### src/rtl/hazard_stall_unit.sv
// Load-use stall, taken-branch flush and memory-busy freeze controller for the LEGv8 ID stage.
// A watchdog latches o_mem_timeout when data memory stays busy too long; only reset clears it.
module hazard_stall_unit #(
    parameter int CNT_W    = 16,
    parameter int MAX_WAIT = 15
) (
    input  logic             i_clk,
    input  logic             i_reset,
    input  logic [4:0]       i_rn_id,
    input  logic [4:0]       i_rm_id,
    input  logic [4:0]       i_rd_id,
    input  logic             i_uses_rn_id,
    input  logic             i_uses_rm_id,
    input  logic             i_reads_rd_id,
    input  logic             i_mem_read_ex,
    input  logic [4:0]       i_rd_ex,
    input  logic             i_branch_taken_id,
    input  logic             i_mem_busy_mem,
    output logic             o_pc_write,
    output logic             o_ifid_write,
    output logic             o_bubble_id,
    output logic             o_flush_if,
    output logic             o_freeze,
    output logic             o_mem_timeout,
    output logic [CNT_W-1:0] o_stall_count,
    output logic [1:0]       o_dbg_state
);

    typedef enum logic [1:0] {
        ST_RUN      = 2'd0,
        ST_WAIT_MEM = 2'd1,
        ST_HUNG     = 2'd2
    } state_t;

    localparam logic [7:0] MAX_WAIT_C = 8'(MAX_WAIT);

    state_t           r_state;
    state_t           w_state_next;
    logic [7:0]       r_wait_cnt;
    logic [7:0]       w_wait_cnt_next;
    logic             r_mem_timeout;
    logic             w_mem_timeout_next;
    logic [CNT_W-1:0] r_stall_count;
    logic             w_load_use;

    // X31 is XZR: a load targeting it never produces a value anyone waits on.
    assign w_load_use = i_mem_read_ex && (i_rd_ex != 5'd31) &&
                        ((i_uses_rn_id  && (i_rn_id == i_rd_ex)) ||
                         (i_uses_rm_id  && (i_rm_id == i_rd_ex)) ||
                         (i_reads_rd_id && (i_rd_id == i_rd_ex)));

    always_ff @(posedge i_clk) begin
        if (i_reset) begin
            r_state       <= ST_RUN;
            r_wait_cnt    <= 8'd0;
            r_mem_timeout <= 1'b0;
            r_stall_count <= '0;
        end else begin
            r_state       <= w_state_next;
            r_wait_cnt    <= w_wait_cnt_next;
            r_mem_timeout <= w_mem_timeout_next;
            if (!o_pc_write && (r_stall_count != {CNT_W{1'b1}}))
                r_stall_count <= r_stall_count + CNT_W'(1);
        end
    end

    always_comb begin
        o_pc_write         = 1'b1;
        o_ifid_write       = 1'b1;
        o_bubble_id        = 1'b0;
        o_flush_if         = 1'b0;
        o_freeze           = 1'b0;
        w_state_next       = r_state;
        w_wait_cnt_next    = r_wait_cnt;
        w_mem_timeout_next = r_mem_timeout;

        if (i_reset) begin
            o_pc_write   = 1'b0;
            o_ifid_write = 1'b0;
            o_bubble_id  = 1'b1;
            o_flush_if   = 1'b1;
        end else if (r_state == ST_HUNG) begin
            o_freeze     = 1'b1;
            o_pc_write   = 1'b0;
            o_ifid_write = 1'b0;
        end else if (i_mem_busy_mem) begin
            // ID holds while frozen, so any pending hazard or branch is re-seen on release.
            o_freeze     = 1'b1;
            o_pc_write   = 1'b0;
            o_ifid_write = 1'b0;
            if (r_state == ST_RUN) begin
                w_state_next    = ST_WAIT_MEM;
                w_wait_cnt_next = 8'd1;
            end else if (r_wait_cnt == MAX_WAIT_C) begin
                w_state_next       = ST_HUNG;
                w_mem_timeout_next = 1'b1;
            end else begin
                w_wait_cnt_next = r_wait_cnt + 8'd1;
            end
        end else begin
            if (r_state == ST_WAIT_MEM) begin
                w_state_next    = ST_RUN;
                w_wait_cnt_next = 8'd0;
            end
            // A stall beats a taken branch; the branch re-resolves next cycle.
            if (w_load_use) begin
                o_pc_write   = 1'b0;
                o_ifid_write = 1'b0;
                o_bubble_id  = 1'b1;
            end else if (i_branch_taken_id) begin
                o_flush_if = 1'b1;
            end
        end
    end

    assign o_mem_timeout = r_mem_timeout;
    assign o_stall_count = r_stall_count;
    assign o_dbg_state   = r_state;

endmodule
### config.mk
export PLATFORM = sky130hd
export DESIGN_NAME = hazard_stall_unit
export DESIGN_NICKNAME = d
export VERILOG_FILES = /design/src/rtl/hazard_stall_unit.sv
export SDC_FILE = /design/constraint.sdc
export NUM_CORES = 1
export LEC_CHECK = 0
export CAP_MARGIN = 20
export CORE_ASPECT_RATIO = 1.2
export CORE_MARGIN = 3
export CORE_UTILIZATION = 51
export CTS_BUF_LIST = sky130_fd_sc_hd__clkbuf_2
export DETAILED_ROUTE_END_ITERATION = 8
export PLACE_DENSITY = 0.95
export SYNTH_ARGS = -nofsm -noshare
export SYNTH_HDL_FRONTEND = slang
export SYNTH_SLANG_ARGS = --single-unit
### constraint.sdc
create_clock -name i_clk -period 6.6 [get_ports i_clk]
set_input_delay 0.66 -clock i_clk [delete_from_list [all_inputs] [get_ports i_clk]]
set_output_delay 0.66 -clock i_clk [all_outputs]
set_load 0.02 [all_outputs]
# ---- Word-level counts from Yosys, hierarchy flattened
# Index checks and enable logic that the tools add are counted.
dict set report classes {
  order_cmp 0
  bitwise 2
  eq_ne 10
  div_mod_pow 0
  reduce_logical 14
  n_addsub 2
  n_mul 0
  shift 0
  mux 24
}
# op n
set op_table {}
lappend op_table {{8-bit 2-to-1 mux} 4}
lappend op_table {{16-bit by 1-bit adder with 16-bit output (second input constant)} 1}
lappend op_table {{1-bit 2-to-1 mux} 16}
lappend op_table {{16-bit inequality test (second input constant)} 1}
lappend op_table {{5-bit equality test} 3}
lappend op_table {{8-bit by 1-bit adder with 8-bit output (second input constant)} 1}
lappend op_table {{8-bit by 4-bit equality test with 1-bit output (second input constant)} 1}
lappend op_table {{2-bit 2-to-1 mux} 4}
lappend op_table {{1-bit logical AND} 6}
lappend op_table {{3-bit AND reduction} 2}
lappend op_table {{5-bit inequality test (second input constant)} 1}
lappend op_table {{4-bit AND reduction} 1}
lappend op_table {{3-bit by 1-bit inequality test with 1-bit output (second input constant)} 1}
lappend op_table {{3-bit inequality test (second input constant)} 1}
lappend op_table {{2-bit by 1-bit equality test with 1-bit output (second input constant)} 1}
lappend op_table {{2-bit equality test (second input constant)} 1}
lappend op_table {{2-bit logical NOT} 1}
lappend op_table {{1-bit logical OR} 2}
lappend op_table {{1-bit inverter} 2}
lappend op_table {{2-bit nonzero test} 1}
lappend op_table {{1-bit logical NOT} 1}
dict set report totals {
  in_bits 28
  n_memories 0
  ff_bits 27
  mem_bits_rw 0
  latchBits 0
  mem_bits_ro 0
}

# ---- Logic depth before layout (Yosys ltp)
dict set report logic_depth {
  depth_word 11
  mapped_depth 8
}

# ---- Least setup slack after synthesis
# OpenSTA, ideal clock, no wires.
dict set report synth_path {
  path_kind {input -> output}
  startpoint {input i_mem_busy_mem}
  endpoint {output o_pc_write}
  stages 6
  arrival_ps 2023
  n_path_buf 3
  slack_ps 3917
  cell_sequence {clkbuf_1 a21o_1 nor2_1 clkbuf_1 and2_1 buf_4}
}
dict set report synth_via {
  elab_chain_len 3
}
# element line_no
set synth_lines {}
lappend synth_lines {{start: declaration} 18} ;# input logic i_mem_busy_mem,
lappend synth_lines {{1-bit 2-to-1 mux (3 in a row)} n/a}
lappend synth_lines {{end: declaration} 19} ;# output logic o_pc_write,
# Every way passes these cells.

# ---- Worst setup path in the final report
dict set report layout_path {
  startpoint {input i_reset}
  endpoint {output o_pc_write}
}
dict set report layout_via {
  elab_chain_len 1
}
# element line_no
set layout_lines {}
lappend layout_lines {{start: declaration} 8} ;# input logic i_reset,
lappend layout_lines {{1-bit 2-to-1 mux} 77} ;# if (i_reset) begin
# Every way passes these cells.

==> results by group <==
Finish
  • Commonest non-fill, non-tap cells in the layout: sky130_fd_sc_hd__clkdlybuf4s50_1 (51), sky130_fd_sc_hd__dfxtp_1 (27), sky130_fd_sc_hd__nor2_1 (26)
  • Area growth from synthesis to layout: 32.8%
  • Layout Cell Area excl Fill: 2140 um^2
  • ANT cells: 0
  • Non-filler instance count after layout: 274
  • Most common library cell in the layout ignoring fill and taps: sky130_fd_sc_hd__clkdlybuf4s50_1
  • Final layout net count: ~270
  • Number of filler instances in the final layout: 209
  • Layout cells sized above 1: 0.0750

Pwr
  • Leak pwr: 0.707 nW
  • Power density cells: 140 nW/um^2
  • Worst vdd rail ir drop: 149 uV
  • Overall power of the completed layout: 299 uW

Clock tree
  • Clock sink count: 27
  • Count of cells resized by post-cts repair: 0
  • Postcts setup bufs: 0
  • Post-cts hold buffer count: 0
  • CTS tree: done
  • H-tree Lvls: 1
  • Root buffer cell: sky130_fd_sc_hd__clkbuf_2
  • CTS Buf Count: 3
  • Clock latency on the worst-skew pair: 370 ps
  • Clock-pin slew of the registers on the worst-case setup and hold paths: approximately 260 ps
  • Max Buffers Root-to-Sink: 2

Synth
  • Syn_nets: 224
  • Area share of xor/xnor cells in the synthesized design: 0.158
  • Proportion of synthesized chip area in sequential cells: 0.335
  • Avg Inst Size Synth: 8.31 um^2
  • Post-synth EDFFs: 0
  • Cells after synthesis: 194
  • Arithmetic-cell share of the synthesized area counting full adders, half adders and majority gates: 0.0155
  • Fraction of registers with async set or reset after synthesis: 0
  • Predominant post-synthesis flop cell: sky130_fd_sc_hd__dfxtp_1
  • Complex-gate fraction of the synthesized area: 0.181
  • Distinct cell type count after synthesis: 42
  • Total of flip-flops plus latches after synthesis: 27
  • Post-synthesis simple-gate area fraction: 0.252
  • Syn. warnings: 0
  • Proportion of synthesized area in mux cells: 0.0132
  • Combinational family with the most area after synthesis: simple AND/OR/NAND/NOR gates
  • Synthesized cell area: roughly 1600 um^2

Critical path
  • Cell type with the highest occurrence count on the critical path: sky130_fd_sc_hd__clkdlybuf4s50_1
  • Worst Setup Start Kind: primary input
  • Max FO, Critical Path: 29
  • Cell type group with the largest total delay on the critical path: buffers and inverters
  • Largest stage delay on the critical path: between 800 and 900 ps
  • Data required, critical path: a little under 6000 ps
  • Slowest cell on the critical path: sky130_fd_sc_hd__clkdlybuf4s50_1
  • Arrival time at the worst endpoint: 3250 ps
  • Worst setup EP type: primary output
  • Path type of the worst setup path: in -> out
  • Number of buffers and inverters on the critical path: 2
  • Sequence of cells on the critical path: clkdlybuf4s50_1, nor2_1, and2_1, clkdlybuf4s50_1

Drt
  • Via-to-Cell Ratio: 5.50
  • DRC violation count after routing: 0
  • Routed via count: 1508
  • Routed len/inst: 13.4 um
  • Drt initial violations: 39
  • Antenna-violating nets left: 0
  • Final wirelength: between 3 and 4 mm
  • First drt pass iteration count: 4

Global route
  • Overflow left after global routing: 0
  • Routing layer with the top usage in global route: met2
  • Global router's overall resource usage: 0.197
  • GR Layer Usage met2: 0.344
  • Global-route wire length before repair: 6.03 mm
  • Number of antenna violations at the first check in global routing: 0
  • Met3 track utilization from global routing: 0.0287
  • Number of global-route vias before repair: between 1000 and 1500
  • Global Route met1 Usage: 0.247
  • Largest net degree at the start of global routing: 30

Die
  • # rows: 21
  • Core ar.: slightly below 3000 um^2
  • Starting density of the core: 0.553
  • Chip Height: about 68 um
  • Width of the die: around 57 um
  • # IOs: 52
  • Die area: 3870 um^2

Placement
  • Gp weighted congestion: 0.795
  • Inst Count DP: 270
  • Buffers on Ports: 51
  • Cell Area, Placed: 2120 um^2
  • Placed wire-length estimate after detailed placement: 2.89 mm

STA
  • Pins Over Slew Limit: 0
  • Setup tns final: 0 ps
  • Fin crit period: 3910 ps
  • Count of endpoints failing setup in the final report: 0
  • RSZ-0062 raised after global routing: no
  • Final hold viol count: 0
  • Least-Margin Pin Slew: approximately 900 ps
  • Relative max-transition margin: 0.382
  • Peak Freq: roughly 0.26 GHz
  • Post-route clock period utilization: 0.593
  • Worst clock skew: 14.2 ps
  • Hold_ws: 467 ps

Run status
  • Status: finished, final reports clean

Run
  • Number of max-capacitance violations reported: 0

Hold path
  • Worst Hold Class: reg -> reg
-- layer usage --
layer / wire [um] / vias up
li1: - / 780
met1: 1590 / 685
met2: 1860 / 38
met3: 166 / 5
met5: 0 / -
met4: 42 / 0
-- metrics by stage --
step                      setup WS, ps   util
after detailed placement          2680  0.726
after global routing              2430  0.734
final                             2690  0.734
after floorplan                   3920      -
after CTS                         2670  0.734
after global placement            2700  0.726
-- cells by family (layout without fill, tap and decap cells) --
family | count (synthesis) | after routing
AOI/OAI and AO/OA | 40 | 40
adders and majority gates | 2 | 2
xor gates and xnor gates | 29 | 29
muxes | 2 | 2
buffers and inverters | 16 | 62
and+or+nand+nor | 78 | 78
DFF | 27 | 27
-- cell type report --
type	instances	area [um^2]	area share
inverters	7	26.3	0.0123
flip-flops and latches	27	541	0.252
multi-input cells	151	998	0.466
clock inverters	1	7.51	0.00351
well taps	34	42.5	0.0199
clock buffers	3	15.0	0.00701
repair buffers	51	510	0.238
-- power by group --
part / internal (mW) / switching [mW] / total, mW
registers: 0.167 / 0.00427 / 0.171
clock network: 0.0140 / 0.0506 / 0.0647
logic: 0.0332 / 0.0299 / 0.0631
-- cell usage after synthesis (2+ instances only) --
library cell	count	share of area
sky130_fd_sc_hd__a2111oi_2	4	0.037
sky130_fd_sc_hd__a211oi_1	4	0.019
sky130_fd_sc_hd__a21o_1	3	0.014
sky130_fd_sc_hd__a21oi_1	13	0.040
sky130_fd_sc_hd__a31o_2	2	0.011
sky130_fd_sc_hd__and2_1	3	0.012
sky130_fd_sc_hd__clkbuf_1	6	0.014
sky130_fd_sc_hd__dfxtp_1	27	0.34
sky130_fd_sc_hd__ha_1	2	0.016
sky130_fd_sc_hd__inv_1	7	0.016
sky130_fd_sc_hd__nand2_1	11	0.026
sky130_fd_sc_hd__nand3_1	16	0.050
sky130_fd_sc_hd__nand4_1	2	0.0078
sky130_fd_sc_hd__nor2_1	26	0.061
sky130_fd_sc_hd__nor2b_1	2	0.0078
sky130_fd_sc_hd__nor4_1	3	0.012
sky130_fd_sc_hd__o21ai_0	6	0.019
sky130_fd_sc_hd__or2_2	2	0.0078
sky130_fd_sc_hd__or3_1	3	0.012
sky130_fd_sc_hd__or4_1	3	0.014
sky130_fd_sc_hd__xnor2_1	17	0.092
sky130_fd_sc_hd__xor2_1	12	0.065
-- sequential cells by signal, summed over array words and instances, names as in the netlist --
name,count
o_dbg_state,2
o_mem_timeout,1
o_stall_count,16
r_wait_cnt,8
-- worst min-delay path, stage by stage, from the launching register on --
cell and delay, ps:
sky130_fd_sc_hd__dfxtp_1 370, sky130_fd_sc_hd__inv_1 40, sky130_fd_sc_hd__a21oi_1 50
-- worst paths after layout --
kind / start / to / slack [ps] / cells after the start
setup / recovery: i_reset / o_pc_write / 2690 / 4
hold / removal: o_mem_timeout / o_mem_timeout / 470 / 2
setup reg to reg: o_stall_count[2] / o_stall_count[11] / 4050 / 7
hold reg to reg: o_mem_timeout / o_mem_timeout / 470 / 2
No activity file was read; power rests on OpenSTA's default activity.
